File: src/rtl/exmemwb_pipe.sv
// Execute / memory / writeback back end: ALU with carry and overflow flags, operand
// forwarding, load-use stall detection, data-memory strobes and register-file write port.
module exmemwb_pipe #(
  parameter int WIDTH = 32,
  parameter int AW    = 5,
  parameter bit FWD   = 1'b1
) (
  input  logic             clk,
  input  logic             reset_n,
  input  logic             id_valid,
  input  logic [AW-1:0]    id_rs,
  input  logic [AW-1:0]    id_rt,
  input  logic [AW-1:0]    id_rd,
  input  logic [WIDTH-1:0] id_a,
  input  logic [WIDTH-1:0] id_b,
  input  logic [WIDTH-1:0] id_imm,
  input  logic             id_immsel,
  input  logic [2:0]       id_s,
  input  logic             id_cin,
  input  logic             id_lw,
  input  logic             id_sw,
  output logic             stall,
  output logic [WIDTH-1:0] daddr,
  output logic [WIDTH-1:0] dout,
  output logic             dwe,
  output logic             dre,
  input  logic [WIDTH-1:0] din,
  output logic             wb_we,
  output logic [AW-1:0]    wb_sel,
  output logic [WIDTH-1:0] wb_data,
  output logic             mem_cout,
  output logic             mem_v
);

  localparam logic [AW-1:0]    ZERO_A = {AW{1'b0}};
  localparam logic [WIDTH-1:0] ZERO_W = {WIDTH{1'b0}};

  // EX stage registers
  logic             ex_valid_r, ex_immsel_r, ex_cin_r, ex_lw_r, ex_sw_r;
  logic [AW-1:0]    ex_rs_r, ex_rt_r, ex_rd_r;
  logic [WIDTH-1:0] ex_a_r, ex_b_r, ex_imm_r;
  logic [2:0]       ex_s_r;
  // MEM stage registers (mem_wr_r/mem_lw_r/mem_sw_r already include valid)
  logic             mem_wr_r, mem_lw_r, mem_sw_r, mem_cout_r, mem_v_r;
  logic [AW-1:0]    mem_rd_r;
  logic [WIDTH-1:0] mem_res_r, mem_sd_r;
  // WB stage registers
  logic             wb_we_r;
  logic [AW-1:0]    wb_sel_r;
  logic [WIDTH-1:0] wb_data_r;

  logic             stall_s, ex_wr_s, cout_s, v_s;
  logic [WIDTH-1:0] cap_a_s, cap_b_s, fwd_a_s, fwd_b_s, bop_s, bp_s, res_s;
  logic [WIDTH:0]   sum_s;

  // Load-use hazard: consumer in ID needs a value the load in EX has not fetched yet
  always_comb begin
    stall_s = 1'b0;
    if (FWD && id_valid && ex_valid_r && ex_lw_r && (ex_rd_r != ZERO_A)) begin
      stall_s = (id_rs == ex_rd_r) || ((id_rt == ex_rd_r) && (!id_immsel || id_sw));
    end else begin
      stall_s = 1'b0;
    end
  end

  // Capture-time bypass covers the register file's write-then-read gap
  always_comb begin
    cap_a_s = id_a;
    cap_b_s = id_b;
    if (FWD && wb_we_r && (wb_sel_r == id_rs)) cap_a_s = wb_data_r;
    else                                       cap_a_s = id_a;
    if (FWD && wb_we_r && (wb_sel_r == id_rt)) cap_b_s = wb_data_r;
    else                                       cap_b_s = id_b;
  end

  // EX operand forwarding, MEM (younger producer) over WB; r0 never matches since
  // neither stage asserts a write for rd == 0
  always_comb begin
    fwd_a_s = ex_a_r;
    fwd_b_s = ex_b_r;
    if (FWD && mem_wr_r && !mem_lw_r && (mem_rd_r == ex_rs_r)) fwd_a_s = mem_res_r;
    else if (FWD && wb_we_r && (wb_sel_r == ex_rs_r))          fwd_a_s = wb_data_r;
    else                                                       fwd_a_s = ex_a_r;
    if (FWD && mem_wr_r && !mem_lw_r && (mem_rd_r == ex_rt_r)) fwd_b_s = mem_res_r;
    else if (FWD && wb_we_r && (wb_sel_r == ex_rt_r))          fwd_b_s = wb_data_r;
    else                                                       fwd_b_s = ex_b_r;
  end

  // ALU; codes 000-011 share one carry chain on b' = s[0] ? ~b : b
  always_comb begin
    bop_s  = ex_immsel_r ? ex_imm_r : fwd_b_s;
    bp_s   = ex_s_r[0] ? ~bop_s : bop_s;
    sum_s  = {1'b0, fwd_a_s} + {1'b0, bp_s} + {{WIDTH{1'b0}}, ex_cin_r};
    res_s  = ZERO_W;
    cout_s = 1'b0;
    v_s    = 1'b0;
    case (ex_s_r)
      3'b000, 3'b001: res_s = fwd_a_s ^ bp_s;
      3'b010, 3'b011: res_s = sum_s[WIDTH-1:0];
      3'b100:         res_s = fwd_a_s | bop_s;
      3'b101:         res_s = ~(fwd_a_s | bop_s);
      3'b110:         res_s = fwd_a_s & bop_s;
      default:        res_s = ZERO_W;
    endcase
    if (ex_s_r[2] == 1'b0) begin
      cout_s = sum_s[WIDTH];
      v_s    = sum_s[WIDTH] ^ (fwd_a_s[WIDTH-1] ^ bp_s[WIDTH-1] ^ sum_s[WIDTH-1]);
    end else begin
      cout_s = 1'b0;
      v_s    = 1'b0;
    end
  end

  assign ex_wr_s = ex_valid_r && !ex_sw_r && (ex_rd_r != ZERO_A);

  // Pipeline registers for EX, MEM and WB
  always_ff @(posedge clk) begin
    if (reset_n == 1'b0) begin
      ex_valid_r  <= 1'b0;
      ex_immsel_r <= 1'b0;
      ex_cin_r    <= 1'b0;
      ex_lw_r     <= 1'b0;
      ex_sw_r     <= 1'b0;
      ex_rs_r     <= ZERO_A;
      ex_rt_r     <= ZERO_A;
      ex_rd_r     <= ZERO_A;
      ex_a_r      <= ZERO_W;
      ex_b_r      <= ZERO_W;
      ex_imm_r    <= ZERO_W;
      ex_s_r      <= 3'b000;
      mem_wr_r    <= 1'b0;
      mem_lw_r    <= 1'b0;
      mem_sw_r    <= 1'b0;
      mem_cout_r  <= 1'b0;
      mem_v_r     <= 1'b0;
      mem_rd_r    <= ZERO_A;
      mem_res_r   <= ZERO_W;
      mem_sd_r    <= ZERO_W;
      wb_we_r     <= 1'b0;
      wb_sel_r    <= ZERO_A;
      wb_data_r   <= ZERO_W;
    end else begin
      if (id_valid && !stall_s) begin
        ex_valid_r  <= 1'b1;
        ex_immsel_r <= id_immsel;
        ex_cin_r    <= id_cin;
        ex_lw_r     <= id_lw;
        ex_sw_r     <= id_sw;
        ex_rs_r     <= id_rs;
        ex_rt_r     <= id_rt;
        ex_rd_r     <= id_rd;
        ex_a_r      <= cap_a_s;
        ex_b_r      <= cap_b_s;
        ex_imm_r    <= id_imm;
        ex_s_r      <= id_s;
      end else begin
        ex_valid_r  <= 1'b0;
      end
      mem_wr_r   <= ex_wr_s;
      mem_lw_r   <= ex_valid_r && ex_lw_r;
      mem_sw_r   <= ex_valid_r && ex_sw_r;
      mem_cout_r <= ex_valid_r && cout_s;
      mem_v_r    <= ex_valid_r && v_s;
      mem_rd_r   <= ex_rd_r;
      mem_res_r  <= res_s;
      mem_sd_r   <= fwd_b_s;
      wb_we_r    <= mem_wr_r;
      wb_sel_r   <= mem_rd_r;
      wb_data_r  <= mem_lw_r ? din : mem_res_r;
    end
  end

  assign stall    = stall_s;
  assign daddr    = mem_res_r;
  assign dout     = mem_sd_r;
  assign dwe      = mem_sw_r;
  assign dre      = mem_lw_r;
  assign mem_cout = mem_cout_r;
  assign mem_v    = mem_v_r;
  assign wb_we    = wb_we_r;
  assign wb_sel   = wb_sel_r;
  assign wb_data  = wb_data_r;

endmodule

File: config.mk
export PLATFORM = sky130hd
export DESIGN_NAME = exmemwb_pipe
export DESIGN_NICKNAME = d
export VERILOG_FILES = /design/src/rtl/exmemwb_pipe.sv
export SDC_FILE = /design/constraint.sdc
export NUM_CORES = 1
export LEC_CHECK = 0
export CAP_MARGIN = 0
export CORE_ASPECT_RATIO = 1.2
export CORE_MARGIN = 2
export CORE_UTILIZATION = 45
export DETAILED_ROUTE_END_ITERATION = 8
export GPL_TIMING_DRIVEN = 0
export HOLD_SLACK_MARGIN = 0.08
export PLACE_DENSITY = 0.74
export SETUP_SLACK_MARGIN = 0.1
export SYNTH_ARGS = -nofsm -noshare
export SYNTH_HDL_FRONTEND = slang
export SYNTH_SLANG_ARGS = --single-unit
File: constraint.sdc
create_clock -name clk -period 13.6 [get_ports clk]
set_clock_uncertainty 0.15 [all_clocks]
set_input_delay 4.08 -clock clk [delete_from_list [all_inputs] [get_ports clk]]
set_output_delay 4.08 -clock clk [all_outputs]
set_load 0.005 [all_outputs]
==> metrics.md, run 1 <==
| Metric | Value |
|---|---|
| Clock latency on the worst-skew pair | `0.54 ns` |
| Main synth FF type | `dfxtp_1` |
| Worst min path class | `reg -> reg` |
| First-pass GRT wire length | `between 80000 and 90000 um` |
| CP max FO | `3` |
| Family with the most delay on the worst path | `buffers and inverters` |
| Root buf cell | `clkbuf_16` |
| Vias post-DR | `13.82k` |
| Worst Hold Path EP | `ex_imm_r[6]` |
| Crit-path cells | `clkdlybuf4s50_1, xor2_1, a2111oi_0, a31oi_1, or3_1, inv_1, clkdlybuf4s50_1` |
| Asr flop ratio synth | `0` |
| Worst R2R End | `daddr[30]` |
| CTS clk-pin slew, worst paths | `approximately 0.050 ns` |
| Final WS setup | `just over 3 ns` |
| Worst Path Arrival | `6.29 ns` |
| Mapped Area | `~13000 um2` |
| Synthesized netlist cell count | `1602` |
| Top cell by count, worst path | `clkdlybuf4s50_1` |
| Layout area overhead | `29.64%` |
| Worst EP required | `approximately 9.4 ns` |
| Hold wc startpoint | `ex_imm_r[6]` |
| Initial antenna violation count | `1` |
| CP max stage delay | `~0.49 ns` |
| Final min period | `around 11 ns` |
| Gr usage total | `0.3591` |
| Leading area contributor after synthesis | `dfxtp_1` |
| Non-Filler Instances | `between 2k and 2.5k` |
| Die Area | `between 30000 and 40000 um2` |
| Synth Area per Inst | `between 8 and 9 um2` |
| Top cell type's share of synthesized area | `0.3477` |
| WHS Path Cells | `2` |
| Post-synthesis sequential area ratio | `0.3477` |
| R2R depth | `18` |
| Finished Cell Area | `17240 um2` |
| DRC viols | `0` |
| Synth cell types | `57` |
| CTS resizes | `0` |
| P per Cell Area | `between 100 and 150 nW/um2` |
| Relative slew slack | `0.3247` |
| WP depth | `7` |
| CP Buf/Inv Count | `3` |
| Crit path capture type | `output port` |
| Fraction of layout cells with a size suffix above 1 | `0.04560` |
| Final Hold Fails | `0` |
| Pleak | `6.536 nW` |
| Final Cycle Share | `0.7732` |
| Max rail drop VDD | `roughly 0.00011 V` |
| RSZ-0062 raised after global routing | `false` |
| Routed Antenna Nets | `0` |
| Post-CTS setup buffers | `0` |
| Area contributors post-synth | `dfxtp_1 35%, mux2i_1 10%, a211oi_1 6.2%` |
| Status | `completed` |
| Hpwl dp | `approximately 45000 um` |
| Placed Cells | `2246` |
| Fin nets | `2077` |
| Inserted Clock Buffers | `27` |
| First-pass detailed-route iteration total | `6` |
| Vias in the first global route | `roughly 13k` |
| Crit Path Category | `in -> out` |
| CTS Sinks | `approximately 230` |
| Hold Buf Count CTS | `0` |
| CTS tree | `done` |
| Worst-margin pin slew | `1.013 ns` |
| Critical path's slowest cell | `clkdlybuf4s50_1` |
| R2R Setup Slk | `6.69 ns` |
| Slew Limit Fails | `0` |
| 1st-iter DRT viols | `about 1.4k` |
| CTS HTree Levels | `1` |
| Core ar. | `28930 um2` |
| Yosys warning total | `0` |
| Post-Place Worst Slack | `about 3.1 ns` |
| Startpoint Class | `primary input` |
| Routed wire length | `57180 um` |
| Max_cap viols | `0` |
| #FFs+latches synth | `231` |
| Initial Utilization | `0.4597` |
| Pin count of the biggest net entering global routing | `13` |
| Fmax | `between 90 and 100 MHz` |
| Routability Congestion | `1.030` |
| Most frequent cells in the layout | `259 x clkdlybuf4s50_1, 231 x dfxtp_1, 176 x nand2_1` |
| Die height | `192.3 um` |
| Reg2Reg Launch Point | `dre` |
| Post-synth net total | `approximately 1.8k` |
| Grt total ovfl | `0` |
| Avg WL per Cell | `between 20 and 25 um` |
| Commonest non-fill, non-tap cell in the layout | `clkdlybuf4s50_1` |
| Number of flops mapped to enable cells by yosys | `0` |
| Max Buffers Root-to-Sink | `3` |
| IO Port Bufs | `roughly 260` |
| Final Setup Violations | `0` |
| Num rows | `68` |
| Fill cells | `around 2.6k` |
| Vias/cell | `approximately 6` |
| TNS Setup | `0 ns` |
| Die X | `160.9 um` |
| I/O pin total | `260` |
| Placed cell area | `roughly 16000 um2` |
==> sequential cells by signal, indices dropped and copies added (netlist names), 3 cells and up <==
name,cells
wb_data,32
wb_sel,5
ex_s_r,3
ex_rt_r,5
ex_b_r,32
ex_rd_r,5
ex_rs_r,5
mem_rd_r,5
ex_imm_r,32
ex_a_r,32
dout,32
daddr,32
==> per-stage QoR <==
stage / hold slack [ns] / util / total power [mW]
3_3_place_gp: 0.2879 / 0.5660 / 1.293
5_1_grt: 0.3301 / 0.5960 / 2.082
6_report: 0.3087 / 0.5960 / 2.009
4_1_cts: 0.3092 / 0.5959 / 1.997
2_1_floorplan: 0.2623 / - / 1.058
3_5_place_dp: 0.2984 / 0.5660 / 1.299
==> area by class of cell <==
class	instances	area, um2	area share
Inverter	35	131.4	0.007620
Clock buffer	39	810.8	0.04703
Sequential cell	231	4624	0.2682
Buffer	123	488.0	0.02830
Antenna cell	1	2.502	0.0001451
Tap cell	385	481.7	0.02794
Clock inverter	8	53.80	0.003121
Multi-Input combinational cell	1213	8055	0.4672
Timing Repair Buffer	259	2592	0.1504
==> synth_stat cells, drive strengths merged (15+ instances only) <==
| cell type | number |
|---|---|
| nand2 | 176 |
| nand3 | 18 |
| mux2i | 138 |
| nor3 | 34 |
| ha | 32 |
| clkbuf | 103 |
| inv | 35 |
| and3 | 15 |
| o21a | 15 |
| a21boi | 25 |
| a211oi | 111 |
| o31ai | 21 |
| dfxtp | 231 |
| maj3 | 20 |
| mux2 | 25 |
| xor2 | 42 |
| nor2 | 173 |
| a31oi | 19 |
| and2 | 15 |
| a21oi | 121 |
| o31a | 15 |
| o21ai | 41 |
| xnor2 | 57 |
| buf | 20 |
==> worst max path at each step <==
stage	start	endpoint	slack [ns]
floorplan	id_rt[3]	stall	4.24
global placement	id_rt[3]	stall	3.12
detailed placement	id_rt[3]	stall	3.12
CTS	id_rt[3]	stall	3.10
global route	id_rt[3]	stall	3.04
finish	id_rt[3]	stall	3.08
==> tightest hold or removal path: cells and delay by family, from the launching register on <==
family	cells	cell delay, ns
AND/OR/NAND/NOR	1	0.05
AO/OA/AOI/OAI	1	0.05
flip-flops	1	0.31
==> kinds of logic after synthesis <==
group                    Yosys count  synth area share
AO/OA/AOI/OAI                    423            0.2134
AND/OR/NAND/NOR                  474            0.1539
flip-flops                       231            0.3477
adder cells (fa/ha/maj)           54           0.04817
buffers and inverters            158           0.04657
XOR/XNOR                          99           0.06520
multiplexers                     163            0.1250
==> per-layer routing <==
metal,GRT usage,wire (um),up-vias
li1,-,-,6285
met1,0.4580,22480,6554
met2,0.5735,25570,816
met3,0.07587,5943,166
met4,0.1875,3193,0
met5,0,0,-
==> power by group <==
group,internal [mW],total [mW],leakage (nW),switching [mW]
clock network,0.411,0.706,0.418,0.295
registers,0.731,0.803,1.91,0.0726
logic,0.228,0.500,4.21,0.272
Note: power is estimated with default switching activity, not from simulation.
==> inputs of run 2 (changes only) <==
clock period = 10.2 ns   (was 13.6 ns; I/O delays follow)
==> results of run 2 <==
Same layout as run 1 (identical final DEF). Status: completed.
Among the figures that moved: setup slack after placement 3.121 ns -> 1.761 ns; setup slack after layout 3.085 ns -> 1.725 ns; register-to-register setup slack 6.69 ns -> 3.29 ns; total power 2.009 mW -> 2.679 mW; worst IR drop on VDD 0.0001070 V -> 0.0001427 V
==> inputs of run 3 (changes only) <==
clock period = 8.57 ns   (was 10.2 ns; I/O delays follow)
==> results of run 3 <==
Same layout as run 1 (identical final DEF). Status: completed.
Among the figures that moved: setup slack after placement 3.121 ns -> 1.109 ns; setup slack after layout 3.085 ns -> 1.073 ns; register-to-register setup slack 6.69 ns -> 1.66 ns; total power 2.009 mW -> 3.188 mW; worst IR drop on VDD 0.0001070 V -> 0.0001698 V
